==> src/rtl/seg_pkg.sv <==
// Shared glyph table, conversion-state encoding and BCD-to-segment decoder
// for the score display.
package seg_pkg;

  // Active-low glyphs, bit order {g,f,e,d,c,b,a}.
  localparam logic [6:0] SEG_0   = 7'b1000000;
  localparam logic [6:0] SEG_1   = 7'b1111001;
  localparam logic [6:0] SEG_2   = 7'b0100100;
  localparam logic [6:0] SEG_3   = 7'b0110000;
  localparam logic [6:0] SEG_4   = 7'b0011001;
  localparam logic [6:0] SEG_5   = 7'b0010010;
  localparam logic [6:0] SEG_6   = 7'b0000010;
  localparam logic [6:0] SEG_7   = 7'b1111000;
  localparam logic [6:0] SEG_8   = 7'b0000000;
  localparam logic [6:0] SEG_9   = 7'b0010000;
  localparam logic [6:0] SEG_OFF = 7'h7F;

  typedef enum logic [1:0] {
    CONV_IDLE,
    CONV_SHIFT,
    CONV_COMMIT
  } conv_state_t;

  function automatic logic [6:0] seg_decode(input logic [3:0] digit);
    case (digit)
      4'd0:    return SEG_0;
      4'd1:    return SEG_1;
      4'd2:    return SEG_2;
      4'd3:    return SEG_3;
      4'd4:    return SEG_4;
      4'd5:    return SEG_5;
      4'd6:    return SEG_6;
      4'd7:    return SEG_7;
      4'd8:    return SEG_8;
      4'd9:    return SEG_9;
      default: return SEG_OFF;
    endcase
  endfunction

endpackage

==> src/rtl/bin2bcd_seq.sv <==
// Sequential double-dabble converter: one add-3/shift iteration per clock,
// then a single COMMIT cycle where done pulses and bcd is stable.
module bin2bcd_seq
  import seg_pkg::*;
#(
  parameter int unsigned BIN_W      = 14,
  parameter int unsigned OUT_DIGITS = 4
) (
  input  logic                    clk,
  input  logic                    rst_n,
  input  logic                    load,
  input  logic [BIN_W-1:0]        bin,
  output logic                    busy,
  output logic [4*OUT_DIGITS-1:0] bcd,
  output logic                    done
);

  localparam int unsigned BCD_W = 4 * OUT_DIGITS;
  localparam int unsigned CNT_W = (BIN_W > 1) ? $clog2(BIN_W) : 1;

  conv_state_t      state, state_next;
  logic [BIN_W-1:0] bin_sr;
  logic [BCD_W-1:0] bcd_sr;
  logic [BCD_W-1:0] bcd_adj;
  logic [CNT_W-1:0] cnt;

  // Digits above OUT_DIGITS are never kept: carries only travel upward, so
  // the retained low digits stay exact and overflow is saturated upstream.
  always_comb begin
    // NOTE: every combinational output gets a default first so no path
    // through the block leaves it unassigned and infers a latch.
    bcd_adj = bcd_sr;
    for (int d = 0; d < int'(OUT_DIGITS); d++) begin
      if (bcd_sr[4*d +: 4] >= 4'd5) bcd_adj[4*d +: 4] = bcd_sr[4*d +: 4] + 4'd3;
    end
  end

  always_comb begin
    state_next = state;
    case (state)
      CONV_IDLE:   if (load) state_next = CONV_SHIFT;
      CONV_SHIFT:  if (cnt == CNT_W'(BIN_W - 1)) state_next = CONV_COMMIT;
      CONV_COMMIT: state_next = CONV_IDLE;
      default:     state_next = CONV_IDLE;
    endcase
  end

  always_ff @(posedge clk) begin
    // NOTE: registered state uses non-blocking assignments so every flop
    // samples pre-edge values regardless of statement order.
    if (!rst_n) begin
      state  <= CONV_IDLE;
      cnt    <= '0;
      bin_sr <= '0;
      bcd_sr <= '0;
    end else begin
      state <= state_next;
      case (state)
        CONV_IDLE: begin
          if (load) begin
            bin_sr <= bin;
            bcd_sr <= '0;
            cnt    <= '0;
          end
        end
        CONV_SHIFT: begin
          bcd_sr <= BCD_W'({bcd_adj, bin_sr[BIN_W-1]});
          bin_sr <= bin_sr << 1;
          cnt    <= cnt + CNT_W'(1);
        end
        default: ;
      endcase
    end
  end

  assign busy = (state != CONV_IDLE);
  assign done = (state == CONV_COMMIT);
  assign bcd  = bcd_sr;

endmodule

==> src/rtl/seg_score_display.sv <==
// Score display driver: converts the score to BCD, then scans the digits onto
// common-anode 7-segment pins with blanking, blink and saturation.
module seg_score_display
  import seg_pkg::*;
#(
  parameter int unsigned NUM_DIGITS  = 4,
  parameter int unsigned SCORE_W     = 14,
  parameter logic [15:0] REFRESH_DIV = 16'd50000,
  parameter int unsigned BLINK_W     = 24
) (
  input  logic                  segclk,
  input  logic                  reset_n,
  input  logic                  start,
  input  logic [SCORE_W-1:0]    score,
  input  logic                  load,
  input  logic                  blank_lz,
  input  logic                  blink,
  output logic [6:0]            seg,
  output logic [NUM_DIGITS-1:0] an,
  output logic                  busy,
  output logic                  ovf
);

  localparam int unsigned DIV_W     = (REFRESH_DIV > 16'd1) ? $clog2(REFRESH_DIV) : 1;
  localparam int unsigned IDX_W     = (NUM_DIGITS > 1) ? $clog2(NUM_DIGITS) : 1;
  localparam logic [63:0] MAX_SCORE = 64'(10 ** NUM_DIGITS) - 64'd1;

  logic [4*NUM_DIGITS-1:0]     conv_bcd;
  logic                        conv_done;
  logic                        ovf_pending;
  logic [NUM_DIGITS-1:0][3:0]  digits;
  logic [DIV_W-1:0]            div;
  logic [IDX_W-1:0]            idx;
  logic [BLINK_W-1:0]          blink_cnt;
  logic                        upper_zero;
  logic                        slot_blank;
  logic                        dark;

  bin2bcd_seq #(
    .BIN_W      (SCORE_W),
    .OUT_DIGITS (NUM_DIGITS)
  ) u_bin2bcd (
    .clk   (segclk),
    .rst_n (reset_n),
    .load  (load),
    .bin   (score),
    .busy  (busy),
    .bcd   (conv_bcd),
    .done  (conv_done)
  );

  // The overflow verdict is taken with the score and applied at commit time,
  // together with the digits, so the display never tears.
  always_ff @(posedge segclk) begin
    // NOTE: the digit registers are reset because a cleared display is
    // observable behaviour, not just initialisation convenience.
    if (!reset_n) begin
      ovf_pending <= 1'b0;
      ovf         <= 1'b0;
      digits      <= '0;
    end else begin
      if (load && !busy) ovf_pending <= (64'(score) > MAX_SCORE);
      if (conv_done) begin
        ovf    <= ovf_pending;
        digits <= ovf_pending ? {NUM_DIGITS{4'd9}} : conv_bcd;
      end
    end
  end

  always_ff @(posedge segclk) begin
    if (!reset_n) begin
      div       <= '0;
      idx       <= '0;
      blink_cnt <= '0;
    end else begin
      blink_cnt <= blink_cnt + BLINK_W'(1);
      if (div == DIV_W'(REFRESH_DIV - 16'd1)) begin
        div <= '0;
        idx <= (idx == IDX_W'(NUM_DIGITS - 1)) ? '0 : idx + IDX_W'(1);
      end else begin
        div <= div + DIV_W'(1);
      end
    end
  end

  always_comb begin
    upper_zero = 1'b1;
    for (int j = 0; j < int'(NUM_DIGITS); j++) begin
      if (j >= int'(idx) && digits[j] != 4'd0) upper_zero = 1'b0;
    end
    slot_blank = blank_lz && (idx != '0) && upper_zero;
    dark       = !start || (blink && blink_cnt[BLINK_W-1]);
  end

  always_ff @(posedge segclk) begin
    if (!reset_n) begin
      seg <= SEG_OFF;
      an  <= '1;
    end else if (dark || slot_blank) begin
      seg <= SEG_OFF;
      an  <= '1;
    end else begin
      seg <= seg_decode(digits[idx]);
      an  <= ~(NUM_DIGITS'(1) << idx);
    end
  end

endmodule

==> config.mk <==
export PLATFORM = sky130hd
export DESIGN_NAME = seg_score_display
export DESIGN_NICKNAME = d
export VERILOG_FILES = /design/src/rtl/seg_pkg.sv /design/src/rtl/bin2bcd_seq.sv /design/src/rtl/seg_score_display.sv
export SDC_FILE = /design/constraint.sdc
export NUM_CORES = 1
export LEC_CHECK = 0
export ABC_AREA = 1
export BUFFER_PORTS_ARGS = -buffer_cell sky130_fd_sc_hd__buf_2
export CAP_MARGIN = 20
export CORE_MARGIN = 2
export CORE_UTILIZATION = 44
export DETAILED_ROUTE_END_ITERATION = 10
export SETUP_SLACK_MARGIN = 0.1
export SLEW_MARGIN = 10
export SYNTH_ARGS = -nofsm -noshare
export SYNTH_HDL_FRONTEND = slang
export SYNTH_SLANG_ARGS = --single-unit
==> constraint.sdc <==
create_clock -name segclk -period 4.4 [get_ports segclk]
set_input_delay 0.88 -clock segclk [delete_from_list [all_inputs] [get_ports segclk]]
set_output_delay 0.88 -clock segclk [all_outputs]
set_load 0.02 [all_outputs]
Yosys cells after proc, flatten, opt, wreduce, memory -nomap -nowiden
Memories as Yosys holds them, arrays and structs flattened. A register that Yosys moved wholly into a read port is not among the register bits.
Cells that the tools add are included.
W data, S select, Z words.
Storage, ports and cells
  register bits after elaboration: 100
  ROM bits: 112
  output and inout bits: 13
  logic and storage cells: 86
  memories kept: 1
Cells by class
  add/subtract/negate cells: 8
  magnitude comparators: 9
  eq/ne operators: 7
  shift-type cells: 1
  muxes and demuxes: 21
  bitwise gates (word level): 2
  reductions and logical operators: 23
Memories
  (no name shown): words 16, width 7, read ports 1, clocked after memory_dff 1, write ports 0, line seg_pkg.sv:25  | case (digit)
Operators by type and width (count)
  $mux W16: 2
  $pmux W16 S2: 1
  $pmux W14 S2: 1
  $add A24 B1 Y24 const B: 1
  $mux W4: 5
  $add A16 B1 Y16 const B: 1
  $eq A16 B16 Y1 const B: 1
  $ge A4 B3 Y1 const B: 4
  $reduce_bool A4 Y1: 4
  $gt A14 B14 Y1 const B: 1
  $mux W14: 1
  $add A4 B2 Y4 const B: 3
  $bmux W4 S2: 1
  $pmux W4 S2: 1
  $logic_and A1 B1 Y1: 7
  $mux W2: 3
  $reduce_bool A2 Y1: 3
  $add A4 B1 Y4 const B: 1
  $eq A2 B2 Y1 const B: 2
  $eq A4 B4 Y1 const B: 1
  $ge A1 B2 Y1 const A: 2
  $mux W1: 4
  $not A4 Y4: 1
  $pmux W2 S2: 1
  15 further kinds: 19

Longest topological paths before layout
Gate-level depths: netlist (run 1).
  word-level depth: 9
  mapped depth: 10

Cells and area by module
From an unflattened synthesis (run 1), not the netlist that was laid out.
Unflattened totals
  cell total of the unflattened synthesis: 746
  area total of the unflattened synthesis: 5326.4 um^2
Modules (own cells, without submodules)
  seg_score_display: times used 1, cells an instance 478, area each 3442.1 um^2, seq. area each 1421.4 um^2
  bin2bcd_seq: times used 1, cells an instance 268, area each 1884.3 um^2, seq. area each 720.7 um^2

Worst setup path after synthesis (run 1)
No wires, ideal clock.
  path type: input port to flip-flop
  start point: in reset_n
  end point: reg blink_cnt[10]
  setup time: 117 ps
  arrival: 1535 ps
  data required time: 4283 ps
  slack: 2748 ps
  stages: 5
  cell sequence: buf_2 > inv_1 > buf_2 > buf_2 > nor2_1
RTL lines
  start: declaration: line seg_score_display.sv:12  | input logic reset_n,
  end signal: assignment: line seg_score_display.sv:76  | blink_cnt <= blink_cnt + BLINK_W'(1);
  end: declaration: line seg_score_display.sv:34  | logic [BLINK_W-1:0] blink_cnt;
No word-level cell between the ends.

Worst setup path after layout (run 1)
  start point: in reset_n
  end point: reg u_bin2bcd.cnt[1]
RTL lines
  end signal: assignment: line bin2bcd_seq.sv:69  | cnt <= cnt + CNT_W'(1);
  end: declaration: line bin2bcd_seq.sv:25  | logic [CNT_W-1:0] cnt;
No word-level cell between the ends.

==> results.cfg, run 1 <==
[cts]
cts_tree = built
cts_made_buffers = 9
cts.sinks = 107
cts_setup_buffers = 0
postCtsHoldBufs = 0
cts_root_buf = clkbuf_16
cts_max_level = 3
cts_max_path_buffers = 2
cts.clk_slew.worst_paths_ps = 60
cts_resized = 0
clock_latency_ps = 360

[route]
firstDrtPassIters = 6
ant_nets = 0
wire_per_inst_um = 12.7
drt-initial-drc-count = 394
drc_errors = 0
viasPerCell = 5.19
routed-wl-met2_mm = 5.20
wl_met1_mm = 5.40
highest-signal-layer = met4
drt_wl_total_mm = 11.3
vias = 4630
wl_met3_um = 498

[worst_setup_path]
crit_family = buffers and inverters
worst_path_max_delay_cell = buf_2
cp-end-kind = register
start_kind = input port
path_max_fanout = 42
crit_chain = buf_2 > inv_1 > buf_4 > o32ai_1
critPathBufInv = 3
max_stage_delay_ps = 490
critical_path_class = in2reg
cp.arrival_ps = 2340
worstPathRequired_ps = 4670

[yosys]
syn_nets = 763
yosysWarningCount = 0
avgSynthCellArea_um2 = 7.22
synth_cell_type_count = 34
yosys_register_bits = 107
synth_async_sr_flop_share_pct = 0
synth-seq-area-share_pct = 41.1
netlist_area_mm2 = 0.00521
synthCells = 721
synth_edf_count = 0
ys_dominant_reg_cell = dfxtp_1

[min_path]
hp-class = reg2reg

[timing]
rsz0062_at_grt = false
post-route-min-period_ps = 2070
fin_crit_sh_pct = 47.0
finalClockSkew_ps = 8.45
finalMaxSlewViolations = 0
final_hold_viol_count = 0
max_freq_ghz = 0.483
tightestPinTransition_ps = 641
slew_headroom_pct = 57.3
setup_tns_ps = 0
finalSetupViolations = 0

[cells_and_area]
drive_above_1_share_pct = 9.75
diodes = 0
syn2layout_area_growth_pct = 9.83
instances_no_fill = 892
nNetsFinal = 786
fillers = 1138

[power_and_ir_drop]
p_leak_nw = 2.19
combPwrFrac_pct = 5.5
p_seq_share_pct = 52.9
vdd_ir_drop_max_v = 0.000365
switching_share_pct = 23.0
power_density_mw_per_mm2 = 333
intPower_mw = 1.46
p_switching_mw = 0.438
p_clk_share_pct = 41.6

[die]
boundaryPins = 33
initial_core_util_pct = 45.4
die_h_um = 113
core_area_mm2 = 0.0115
die_area_mm2 = 0.0127
fp.dieW_um = 113
rows = 39

[place]
hpwl_mm = 8.04
io_buffers = 32
finalWeightedCongestion = 0.841
dp_cells = 876

[job]
maxCapViolCount = 0

[grt]
grtUsageTotal_pct = 18.5
grt-ovfl-total = 0
grt_max_degree = 43
grt_pass1_wl_mm = 19.2
antenna_found_initial = 0
grt_pass1_vias = 4167

[run_status]
status = completed
==> state kept, by name (all words and copies together) (netlist names), 4 cells and up <==
signal and flops:
blink_cnt 24, digits 16, div 16, u_bin2bcd.bcd 16
u_bin2bcd.bin_sr 14, seg 7, an 4, u_bin2bcd.cnt 4
==> worst register-to-register path, stage by stage, from the launching register on <==
cell and delay, ps:
dfxtp_1 670, inv_2 190, nand2_1 120, nand3_1 100, nand2_1 160, inv_1 120, ha_1 290, nand3_1 90
nand3_1 100, nand3_1 80
==> cell type report <==
class,instances,area (um^2),share of cell area [%]
Multi-Input combinational cell,494,2570,45.0
Sequential cell,107,2140,37.5
Inverter,99,372,6.50
Clock buffer,11,233,4.07
Tap cell,143,179,3.13
Timing Repair Buffer,33,168,2.93
Clock inverter,5,53.8,0.941
==> per-layer routing <==
layer | GRT usage, % | vias to the layer above
met5 | 0 | -
met1 | 23.9 | 2129
met4 | 5.61 | 0
li1 | - | 2397
met3 | 5.62 | 18
met2 | 29.9 | 86
==> layout by cell type (no fill, tap or decap) <==
| cell type | n |
|---|---|
| o21ai_0 | 15 |
| nand3b_1 | 3 |
| ha_1 | 22 |
| o211ai_1 | 8 |
| xor2_1 | 7 |
| inv_2 | 7 |
| o21a_1 | 1 |
| nand4_1 | 14 |
| buf_2 | 32 |
| clkbuf_1 | 2 |
| or2_2 | 1 |
| or2_0 | 1 |
| nand3_1 | 58 |
| a21oi_1 | 64 |
| buf_4 | 1 |
| or2_1 | 1 |
| o221ai_1 | 12 |
| clkbuf_16 | 9 |
| nor2_4 | 4 |
| a31oi_1 | 1 |
| nor2_2 | 4 |
| xnor2_1 | 1 |
| bufinv_16 | 1 |
| nand2_2 | 8 |
| dfxtp_1 | 107 |
| clkinv_4 | 1 |
| nor3_1 | 8 |
| nand2_1 | 160 |
| clkinv_2 | 3 |
| a221oi_1 | 6 |
| nand3_4 | 1 |
| a211oi_1 | 3 |
| inv_1 | 92 |
| a22oi_1 | 7 |
| nor2_1 | 82 |
| nand2_4 | 1 |
| o32ai_1 | 1 |
==> power by group through the flow <==
stage / sequential [mW] / combinational [mW] / clock, mW
6_report: 1.01 / 0.104 / 0.792
5_1_grt: 1.01 / 0.119 / 0.858
4_1_cts: 1.01 / 0.106 / 0.817
3_5_place_dp: 1.03 / 0.106 / 0
3_3_place_gp: 1.03 / 0.104 / 0
2_1_floorplan: 1.03 / 0.0751 / 0
==> stage by stage <==
step           util (%)  setup WS (ps)  instance area [um^2]  hold WS (ps)  power (mW)
2_1_floorplan         -           2750                  5210           424        1.10
3_3_place_gp       47.4           2010                  5430           434        1.13
3_5_place_dp       47.4           1940                  5430           438        1.13
4_1_cts            49.9           2300                  5720           448        1.93
5_1_grt            49.9           2170                  5720           462        1.98
6_report           49.9           2330                  5720           447        1.90
==> cells by family after synthesis <==
kind of cell	count (synthesis)	synth area share (%)
DFF	107	41.1
buffers and inverters	120	9.47
adders and majority gates	22	5.29
xor gates and xnor gates	8	1.35
and+or+nand+nor	346	29.1
AOI/OAI and AO/OA	118	13.6
==> cell usage after synthesis (5+ instances only) <==
cell	count	area share, %
nand2_1	160	12
dfxtp_1	107	41
inv_1	92	6.6
nor2_1	82	5.9
a21oi_1	64	6.2
nand3_1	58	5.6
ha_1	22	5.3
o21ai_0	15	1.4
nand4_1	14	1.7
o221ai_1	12	2.0
buf_2	10	0.96
nand2_2	8	0.96
nor3_1	8	0.77
o211ai_1	8	1.2
a22oi_1	7	1.0
inv_2	7	0.50
xor2_1	7	1.2
a221oi_1	6	1.0
clkbuf_1	5	0.36
==> path summary, 6_finish.rpt <==
path                       start                   to  slack, ps  cells after the start
min          u_bin2bcd.bin_sr[8]  u_bin2bcd.bin_sr[8]        450                      2
max reg2reg               idx[0]               seg[3]       2350                      9
max                      reset_n     u_bin2bcd.cnt[1]       2330                      4
min reg2reg  u_bin2bcd.bin_sr[8]  u_bin2bcd.bin_sr[8]        450                      2
Power figures use the tool's default switching activity.
==> run 2, diff against run 1 <==
Clock period 4.4 ns to 1.8 ns, I/O delays scaled along.
==> results.cfg, run 2 (synthesized netlist as in run 1, its figures left out) <==
[run_status]
status = completed

[cts]
cts_tree = built
cts.clk_slew.worst_paths_ps = 70
cts_root_buf = clkbuf_16
cts_made_buffers = 9
clock_latency_ps = 350
cts.sinks = 107
cts_max_path_buffers = 2
cts_setup_buffers = 0
cts_max_level = 3

[route]
wire_per_inst_um = 12.8
drt_wl_total_mm = 11.5
viasPerCell = 5.07
drc_errors = 0
ant_nets = 0
vias = 4555
drt-initial-drc-count = 325
firstDrtPassIters = 5

[min_path]
min_from = score[0]
holdPathStages = 3
min_to = u_bin2bcd.bin_sr[0]
hp-class = in2reg

[worst_setup_path]
rrSetupSlack_ps = 280
worstReg2RegEnd = seg[3]
crit_chain = inv_2 > nand2_1 > buf_2
path_max_fanout = 5
worst_path_max_delay_cell = dfxtp_1
worstPathRequired_ps = 1440
critical_path_class = reg2out
max_stage_delay_ps = 460
crit_family = flip-flops
r2r_start = idx[0]
cp.arrival_ps = 1170
cp-end-kind = primary output
start_kind = register
critPathBufInv = 2
ff2ff_path_depth = 9

[power_and_ir_drop]
total_power_mw = 4.74
vdd_ir_drop_max_v = 0.00112
power_density_mw_per_mm2 = 817
p_leak_nw = 2.24

[place]
finalWeightedCongestion = 0.877
hpwl_mm = 8.40
io_buffers = 32
place_area_mm2 = 0.00550

[timing]
rsz0062_at_grt = false
finalClockSkew_ps = 6.80
post-route-min-period_ps = 1530
fin_crit_sh_pct = 84.9
tightestPinTransition_ps = 422
setup_tns_ps = 0
finalSetupViolations = 0
finalMaxSlewViolations = 0
final_hold_viol_count = 0
max_freq_ghz = 0.655
slew_headroom_pct = 71.6

[cells_and_area]
drive_above_1_share_pct = 11.2
syn2layout_area_growth_pct = 11.5
mostFrequentLayoutCell = nand2_1
fillers = 1136
final_area_mm2 = 0.00581
diodes = 0
nNetsFinal = 793
final_cell_mix = nand2_1 (159), dfxtp_1 (105), inv_1 (92)
largest_reg_flops = 24
regMostFlops = blink_cnt

[die]
die_area_mm2 = 0.0127
rows = 39
boundaryPins = 33
core_area_mm2 = 0.0115
fp.dieW_um = 113
die_h_um = 113
initial_core_util_pct = 45.4

[grt]
grt_pass1_vias = 4109
grt_pass1_wl_mm = 19.6
antenna_found_initial = 0
grtUsageTotal_pct = 18.9
grt-ovfl-total = 0
grt_max_degree = 41

[job]
maxCapViolCount = 0
==> run 2: cell types whose count changed in the layout (fill, tap and decap cells not counted), sizes merged <==
cell and delta:
buf +7, clkbuf -2, inv +2
==> run 2: repair_timing <==
action | CTS | global route
endpoints found under the hold margin | 0 | 0
setup endpoints to repair | 1 | 11
hold buffers | 0 | 0
resized for setup | 1 | 3
pin swaps | 0 | 0
==> run 2: area by class of cell <==
cell class	instances	area, um^2	share of cell area, %
clock buffer	9	225	3.88
clock inverter	7	75.1	1.29
inverter	99	372	6.40
multi-input combinational	494	2570	44.4
sequential	107	2150	37.0
tap	143	179	3.08
timing repair buffer	40	233	4.01
==> run 2: report_power, final <==
part / switching [mW] / internal (mW)
combinational: 0.179 / 0.0968
sequential: 0.0342 / 2.42
clock: 0.921 / 1.09
==> run 2: tightest hold or removal path, cell delays in order <==
cell     delay (ps)
buf_2           100
nand2_1          50
a21oi_1          50
==> run 2: worst max path at each step <==
| stage | startpoint | to | slack, ps | depth (start not counted) |
|---|---|---|---|---|
| floorplan | idx[0] | seg[3] | 320 | 9 |
| global placement | idx[0] | seg[3] | 170 | 9 |
| detailed placement | idx[0] | seg[3] | 90 | 9 |
| CTS | idx[1] | seg[3] | 190 | 8 |
| global route | idx[0] | seg[3] | 120 | 9 |
| finish | u_bin2bcd.state[1] | busy | 270 | 3 |
==> run 2: stage by stage <==
step           setup WS, ps  hold slack, ps  instances  util (%)
2_1_floorplan           317             424        721         -
3_3_place_gp            170             433        883      47.9
3_5_place_dp           91.6             441        883      47.9
4_1_cts                 187             247        899      50.6
5_1_grt                 123             253        899      50.6
6_report                273             260        899      50.6
==> run 2: metal layers <==
layer / routed length [um] / part of all wire, % / up-vias / global-route usage (%)
met3: 412 / 3.6 / 9 / 4.66
met2: 5240 / 46 / 70 / 30.4
met1: 5710 / 50 / 2070 / 25.5
li1: - / - / 2406 / -
met4: 123 / 1.1 / 0 / 4.72
met5: 0 / 0 / - / 0
